### src/rtl/serial_frame_tx_if.sv
// Handshake and serial-line bundle for serial_frame_tx.
// The producer drives in_data/in_valid; the transmitter drives the rest.
interface serial_frame_tx_if #(
  parameter int DATA_W = 8
);
  logic [DATA_W-1:0] in_data;
  logic              in_valid;
  logic              in_ready;
  logic              tx;
  logic              busy;
  logic              done;

  modport master (
    output in_data,
    output in_valid,
    input  in_ready,
    input  tx,
    input  busy,
    input  done
  );

  modport slave (
    input  in_data,
    input  in_valid,
    output in_ready,
    output tx,
    output busy,
    output done
  );
endinterface

### src/rtl/serial_frame_tx.sv
// Serial frame transmitter: start bit, DATA_W data bits LSB first,
// optional even parity bit, stop bit. Each bit lasts CLKS_PER_BIT cycles.
// All outputs come straight from flops so the line never glitches.
module serial_frame_tx #(
  parameter int DATA_W       = 8,
  parameter int CLKS_PER_BIT = 4,
  parameter int PARITY_EN    = 1
) (
  input  logic             clk,
  input  logic             reset,
  serial_frame_tx_if.slave bus
);

  localparam int CNT_W = (CLKS_PER_BIT > 1) ? $clog2(CLKS_PER_BIT) : 1;
  localparam int IDX_W = (DATA_W > 1) ? $clog2(DATA_W) : 1;

  localparam logic [2:0] IDLE   = 3'd0;
  localparam logic [2:0] START  = 3'd1;
  localparam logic [2:0] DATA   = 3'd2;
  localparam logic [2:0] PARITY = 3'd3;
  localparam logic [2:0] STOP   = 3'd4;

  localparam logic [CNT_W-1:0] CNT_LAST = CNT_W'(CLKS_PER_BIT - 1);
  localparam logic [IDX_W-1:0] IDX_LAST = IDX_W'(DATA_W - 1);

  // Even parity: the parity bit makes the total count of ones even.
  function automatic logic even_parity(input logic [DATA_W-1:0] d);
    return ^d;
  endfunction

  logic [2:0]        r_state;
  logic [CNT_W-1:0]  r_cnt;
  logic [IDX_W-1:0]  r_idx;
  logic [DATA_W-1:0] r_shift;
  logic              r_par;
  logic              r_tx;
  logic              r_busy;
  logic              r_ready;
  logic              r_done;

  logic              w_bit_end;
  logic              w_accept;
  logic [DATA_W-1:0] w_shift_nxt;

  assign w_bit_end   = (r_cnt == CNT_LAST);
  assign w_accept    = bus.in_valid && (r_state == IDLE);
  assign w_shift_nxt = r_shift >> 1;

  // Frame sequencer: state, bit timing, data shifting and registered outputs.
  always_ff @(posedge clk) begin
    if (!reset) begin
      r_state <= IDLE;
      r_cnt   <= '0;
      r_idx   <= '0;
      r_shift <= '0;
      r_par   <= 1'b0;
      r_tx    <= 1'b1;
      r_busy  <= 1'b0;
      r_ready <= 1'b1;
      r_done  <= 1'b0;
    end else begin
      r_done <= 1'b0;
      case (r_state)
        IDLE: begin
          if (w_accept) begin
            // Capture the word and drive the start bit on the very next cycle.
            r_shift <= bus.in_data;
            r_par   <= even_parity(bus.in_data);
            r_cnt   <= '0;
            r_idx   <= '0;
            r_tx    <= 1'b0;
            r_busy  <= 1'b1;
            r_ready <= 1'b0;
            r_state <= START;
          end else begin
            r_tx <= 1'b1;
          end
        end

        START: begin
          if (w_bit_end) begin
            r_cnt   <= '0;
            r_idx   <= '0;
            r_tx    <= r_shift[0];
            r_state <= DATA;
          end else begin
            r_cnt <= r_cnt + CNT_W'(1);
          end
        end

        DATA: begin
          if (w_bit_end) begin
            r_cnt <= '0;
            if (r_idx == IDX_LAST) begin
              if (PARITY_EN != 0) begin
                r_tx    <= r_par;
                r_state <= PARITY;
              end else begin
                r_tx    <= 1'b1;
                r_state <= STOP;
              end
            end else begin
              // Shift the next data bit down to bit 0 and put it on the line.
              r_idx   <= r_idx + IDX_W'(1);
              r_shift <= w_shift_nxt;
              r_tx    <= w_shift_nxt[0];
            end
          end else begin
            r_cnt <= r_cnt + CNT_W'(1);
          end
        end

        PARITY: begin
          if (w_bit_end) begin
            r_cnt   <= '0;
            r_tx    <= 1'b1;
            r_state <= STOP;
          end else begin
            r_cnt <= r_cnt + CNT_W'(1);
          end
        end

        STOP: begin
          if (w_bit_end) begin
            // Back in IDLE next cycle: pulse done and reopen the input.
            r_cnt   <= '0;
            r_tx    <= 1'b1;
            r_busy  <= 1'b0;
            r_ready <= 1'b1;
            r_done  <= 1'b1;
            r_state <= IDLE;
          end else begin
            r_cnt <= r_cnt + CNT_W'(1);
          end
        end

        default: begin
          r_state <= IDLE;
          r_cnt   <= '0;
          r_idx   <= '0;
          r_tx    <= 1'b1;
          r_busy  <= 1'b0;
          r_ready <= 1'b1;
        end
      endcase
    end
  end

  assign bus.tx       = r_tx;
  assign bus.busy     = r_busy;
  assign bus.in_ready = r_ready;
  assign bus.done     = r_done;

endmodule

### src/flat_wrapper.sv
// flat-port wrapper written by rule: the top's interface ports become plain ports
module serial_frame_tx_flat 
#(
  parameter int DATA_W       = 8,
  parameter int CLKS_PER_BIT = 4,
  parameter int PARITY_EN    = 1
)
  (clk, reset, bus_in_data, bus_in_valid, bus_in_ready, bus_tx, bus_busy, bus_done);
  serial_frame_tx_if #(.DATA_W(DATA_W)) bus_i ();
  input  logic clk;
  input  logic reset;
  input wire logic [$bits(bus_i.in_data)-1:0] bus_in_data;
  input wire logic [$bits(bus_i.in_valid)-1:0] bus_in_valid;
  output wire logic [$bits(bus_i.in_ready)-1:0] bus_in_ready;
  output wire logic [$bits(bus_i.tx)-1:0] bus_tx;
  output wire logic [$bits(bus_i.busy)-1:0] bus_busy;
  output wire logic [$bits(bus_i.done)-1:0] bus_done;
  assign bus_i.in_data = bus_in_data;
  assign bus_i.in_valid = bus_in_valid;
  assign bus_in_ready = bus_i.in_ready;
  assign bus_tx = bus_i.tx;
  assign bus_busy = bus_i.busy;
  assign bus_done = bus_i.done;
  serial_frame_tx #(.DATA_W(DATA_W), .CLKS_PER_BIT(CLKS_PER_BIT), .PARITY_EN(PARITY_EN)) u_core (.clk(clk), .reset(reset), .bus(bus_i));
endmodule
### config.mk
export PLATFORM = sky130hd
export DESIGN_NAME = serial_frame_tx_flat
export DESIGN_NICKNAME = d
export VERILOG_FILES = /design/src/rtl/serial_frame_tx_if.sv /design/src/rtl/serial_frame_tx.sv /design/src/flat_wrapper.sv
export SDC_FILE = /design/constraint.sdc
export NUM_CORES = 1
export LEC_CHECK = 0
export BUFFER_PORTS_ARGS = -buffer_cell sky130_fd_sc_hd__buf_2
export CAP_MARGIN = 5
export CELL_PAD_IN_SITES_DETAIL_PLACEMENT = 0
export CELL_PAD_IN_SITES_GLOBAL_PLACEMENT = 1
export CORE_UTILIZATION = 42
export CTS_CLUSTER_SIZE = 16
export DETAILED_ROUTE_END_ITERATION = 12
export PLACE_DENSITY = 0.77
export SYNTH_ARGS = -nofsm -noshare
export SYNTH_HDL_FRONTEND = slang
export SYNTH_SLANG_ARGS = --single-unit
export TNS_END_PERCENT = 50
### constraint.sdc
create_clock -name clk -period 2.35 [get_ports clk]
set_clock_uncertainty 0.15 [all_clocks]
set_input_delay 0.1175 -clock clk [delete_from_list [all_inputs] [get_ports clk]]
set_output_delay 0.1175 -clock clk [all_outputs]
set_load 0.02 [all_outputs]
==> impl_metrics.yaml <==
run_status:
  outcome: "finished, final reports clean"
synthesis:
  synth_area_per_cell_um2: 9.051
  ys_seq_area_frac: 0.3746
  synth_nets: 138
  synth-warning-count: 0
  ys_dominant_reg_cell: "sky130_fd_sc_hd__dfxtp_1"
  post-synth-top-area-fraction: 0.3746
  post_synth_instance_area_mm2: 0.001122
  synth_cell_types: 37
  ys_ff_latch: 21
  most_numerous_cell_in_the_yosys_netlist: "sky130_fd_sc_hd__dfxtp_1"
  synth_common_cells: "21 x sky130_fd_sc_hd__dfxtp_1, 12 x sky130_fd_sc_hd__nand2_1, 8 x sky130_fd_sc_hd__mux2i_1"
  post_synth_inst_count: 124
  synth_area_leaders: "sky130_fd_sc_hd__dfxtp_1 37%, sky130_fd_sc_hd__mux2i_1 7.1%, sky130_fd_sc_hd__o211a_1 6.2%"
  post-synth-top-area-cell: "sky130_fd_sc_hd__dfxtp_1"
  synth-edff-count: 0
  synthArstFlopShare: 0
critical_path:
  cp_cell_instances: "nor4b_2, or4_1, and3_1, o21a_1"
  timing_worst_setup_path_type: "reg -> reg"
  crit_path_end_kind: "flop"
  timing.critical_path.required_ns: 2.41
  slowest_stage: "sky130_fd_sc_hd__dfxtp_1"
  cp_slowest_stage_delay_ns: 0.66
  timing.critical_path.arrival_ns: 2.17
  critPathTopFamily: "simple AND/OR/NAND/NOR gates"
  critical_path_peak_fanout: 16
  critPathLaunchType: "flop"
  timing.critical_path.buf_inv: 0
clock_tree:
  post_cts_resize_count: 0
  clk_tree_root_cell: "sky130_fd_sc_hd__clkbuf_4"
  worst_path_clk_slew_ns: 0.11
  htreeDepth: 1
  postCtsHoldBufs: 2
  tritoncts_num_sinks: 21
  post-cts-setup-buffer-count: 0
  cts-buffers-inserted: 3
  clock_tree.buffer_depth: 2
  clock_tree_from_tritoncts: "done"
  clock_latency_of_the_later_clocked_register_in_the_worst_skew_pair_ns: 0.30
detailed_routing:
  route.detailed.drc: 0
  wl_met3_um: 51
  drt-initial-drc-count: 8
  drt-total-wl_um: 2161
  drt_first_pass_iters: 5
  detail_route.wirelength.met1_um: 1101
  dr.max_layer_used: "met4"
  post_drt_wl_per_cell_um: 12.79
  viasPerCell: 5.343
  detailroute.wirelength.met2_um: 975
  number_of_antenna_violating_nets_in_the_routed_design: 0
  num_vias: 903
power:
  netSwitchingFraction: 0.2586
  comb_power_share: 0.160
  power_switching_mw: 0.1739
  intPower_mw: 0.4983
  pwr_density_cell_mw_per_mm2: 530.4
  clock_power_share: 0.256
  leakage_nw: 0.5785
  irDropWorstVdd_mv: 0.3821
  sequentialPowerShare: 0.584
place:
  port-buffer-count: 14
  hpwl_um: 1511
  place.gp.congestion: 0.6841
  dp.cells: 163
sta:
  worstMarginPinSlew_ns: 0.5267
  unrepaired_setup_endpoints_after_global_routing: "no"
  min_period_ns: 2.107
  timing.max_slew.rel_slack: 0.6480
  max_clock_freq_ghz: 0.4746
  drv_slew: 0
  final.setup.tns_ns: 0
  post_route_fraction_of_the_period_consumed_by_the_critical_path: 0.8966
  finalSetupViolations: 0
  report.final.hold_viol_count: 0
cells_and_area:
  flow.area_growth_from_synthesis_pct: 12.93
  area.sequential_um2: 420.4
  finish.cell_count_without_fillers: 169
  drive_gt1_frac: 0.1799
  antennaDiodeCount: 0
  nNetsFinal: 154
  fillCellCount: 247
  multi_input_comb_area_um2: 651.9
floorplan:
  floorplan.io_pins: 15
  die-area_mm2: 0.002883
  start_util: 0.4489
  row_count: 18
  floorplan.core_area_mm2: 0.002500
  chipWidth_um: 53.70
  die_h_um: 53.70
grt:
  grt_pass1_wl_um: 3588
  grt_antenna_before_repair: 0
  first_global_vias: 843
  grtUsageTotal: 0.1714
  grt-ovfl-total: 0
  largest_net_degree_at_the_start_of_global_routing: 21
hold_path:
  worstHoldPathType: "in -> reg"
run:
  cap_viol_max_count: 0
## cell type report
| class | count | share of cell area |
|---|---|---|
| timing repair buffer | 20 | 0.09477 |
| multi-input combinational | 91 | 0.5143 |
| clock buffer | 4 | 0.02073 |
| inverter | 3 | 0.008884 |
| sequential | 21 | 0.3317 |
| tap | 30 | 0.02961 |
## per-stage QoR
step	hold slack [ns]	worst slack [ns]	cell area, µm²	power (mW)	util
floorplan	0.1124	0.3509	1122	0.4758	-
global placement	0.2532	0.3339	1221	0.5029	0.4885
detailed placement	0.2625	0.2646	1221	0.5057	0.4885
CTS	0.03043	0.2442	1267	0.6836	0.5070
global route	0.04420	0.1692	1267	0.7105	0.5070
finish	0.03791	0.2430	1267	0.6722	0.5070
## path summary, 6_finish.rpt
check	from	end	slack, ns	depth (start not counted)
max	u_core.r_state[0]	u_core.r_idx[1]	0.24	4
min	bus_in_data[5]	u_core.r_shift[5]	0.04	4
max reg2reg	u_core.r_state[0]	u_core.r_idx[1]	0.24	4
min reg2reg	u_core.r_shift[7]	u_core.r_shift[7]	0.35	2
## cells by family (layout without fill, tap and decap cells)
family	after synthesis	count (layout)	synth area share
AOI/OAI and AO/OA	25	25	0.1650
xor gates and xnor gates	8	8	0.06243
adders and majority gates	3	3	0.03345
buffers and inverters	12	27	0.04459
DFF	21	21	0.3746
muxes	9	9	0.08138
and+or+nand+nor	46	46	0.2386
## registers in the layout, summed over array words and instances, names as in the netlist
register,cells
u_core.bus.tx,1
u_core.bus.busy,1
u_core.r_cnt,2
u_core.r_shift,8
u_core.bus.in_ready,1
u_core.r_par,1
u_core.r_state,3
u_core.bus.done,1
u_core.r_idx,3
## power by group through the flow
stage | logic [mW] | clock network, mW | registers, mW
2_1_floorplan | 0.0760 | 0 | 0.400
3_3_place_gp | 0.104 | 0 | 0.399
3_5_place_dp | 0.105 | 0 | 0.400
4_1_cts | 0.108 | 0.183 | 0.392
5_1_grt | 0.119 | 0.196 | 0.395
6_report | 0.107 | 0.172 | 0.393
## metal layers
layer,vias to the layer above,GRT usage
met2,13,0.2757
met1,420,0.2182
li1,466,-
met5,-,0
met3,4,0.05085
met4,0,0.05263
## placed cells by master (no fill, tap or decap), types with 2 or more instances in the layout
cell / instances
sky130_fd_sc_hd__nand2b_1: 4
sky130_fd_sc_hd__o211a_1: 7
sky130_fd_sc_hd__o21a_1: 3
sky130_fd_sc_hd__and2_1: 2
sky130_fd_sc_hd__nand3b_1: 3
sky130_fd_sc_hd__dlygate4sd3_1: 2
sky130_fd_sc_hd__buf_2: 14
sky130_fd_sc_hd__and3b_1: 2
sky130_fd_sc_hd__and3_1: 3
sky130_fd_sc_hd__nand2_1: 12
sky130_fd_sc_hd__nor2b_1: 4
sky130_fd_sc_hd__xnor2_1: 7
sky130_fd_sc_hd__buf_4: 4
sky130_fd_sc_hd__a21oi_1: 4
sky130_fd_sc_hd__nor2_1: 7
sky130_fd_sc_hd__clkbuf_4: 3
sky130_fd_sc_hd__ha_1: 3
sky130_fd_sc_hd__dfxtp_1: 21
sky130_fd_sc_hd__inv_1: 3
sky130_fd_sc_hd__mux2i_1: 8
sky130_fd_sc_hd__o21ai_0: 5
## worst reg2reg max path, cell delays in order (launching register included)
cell	delay, ns
sky130_fd_sc_hd__dfxtp_1	0.66
sky130_fd_sc_hd__nor4b_2	0.18
sky130_fd_sc_hd__or4_1	0.64
sky130_fd_sc_hd__and3_1	0.23
sky130_fd_sc_hd__o21a_1	0.16
Note: power is estimated with default switching activity, not from simulation.
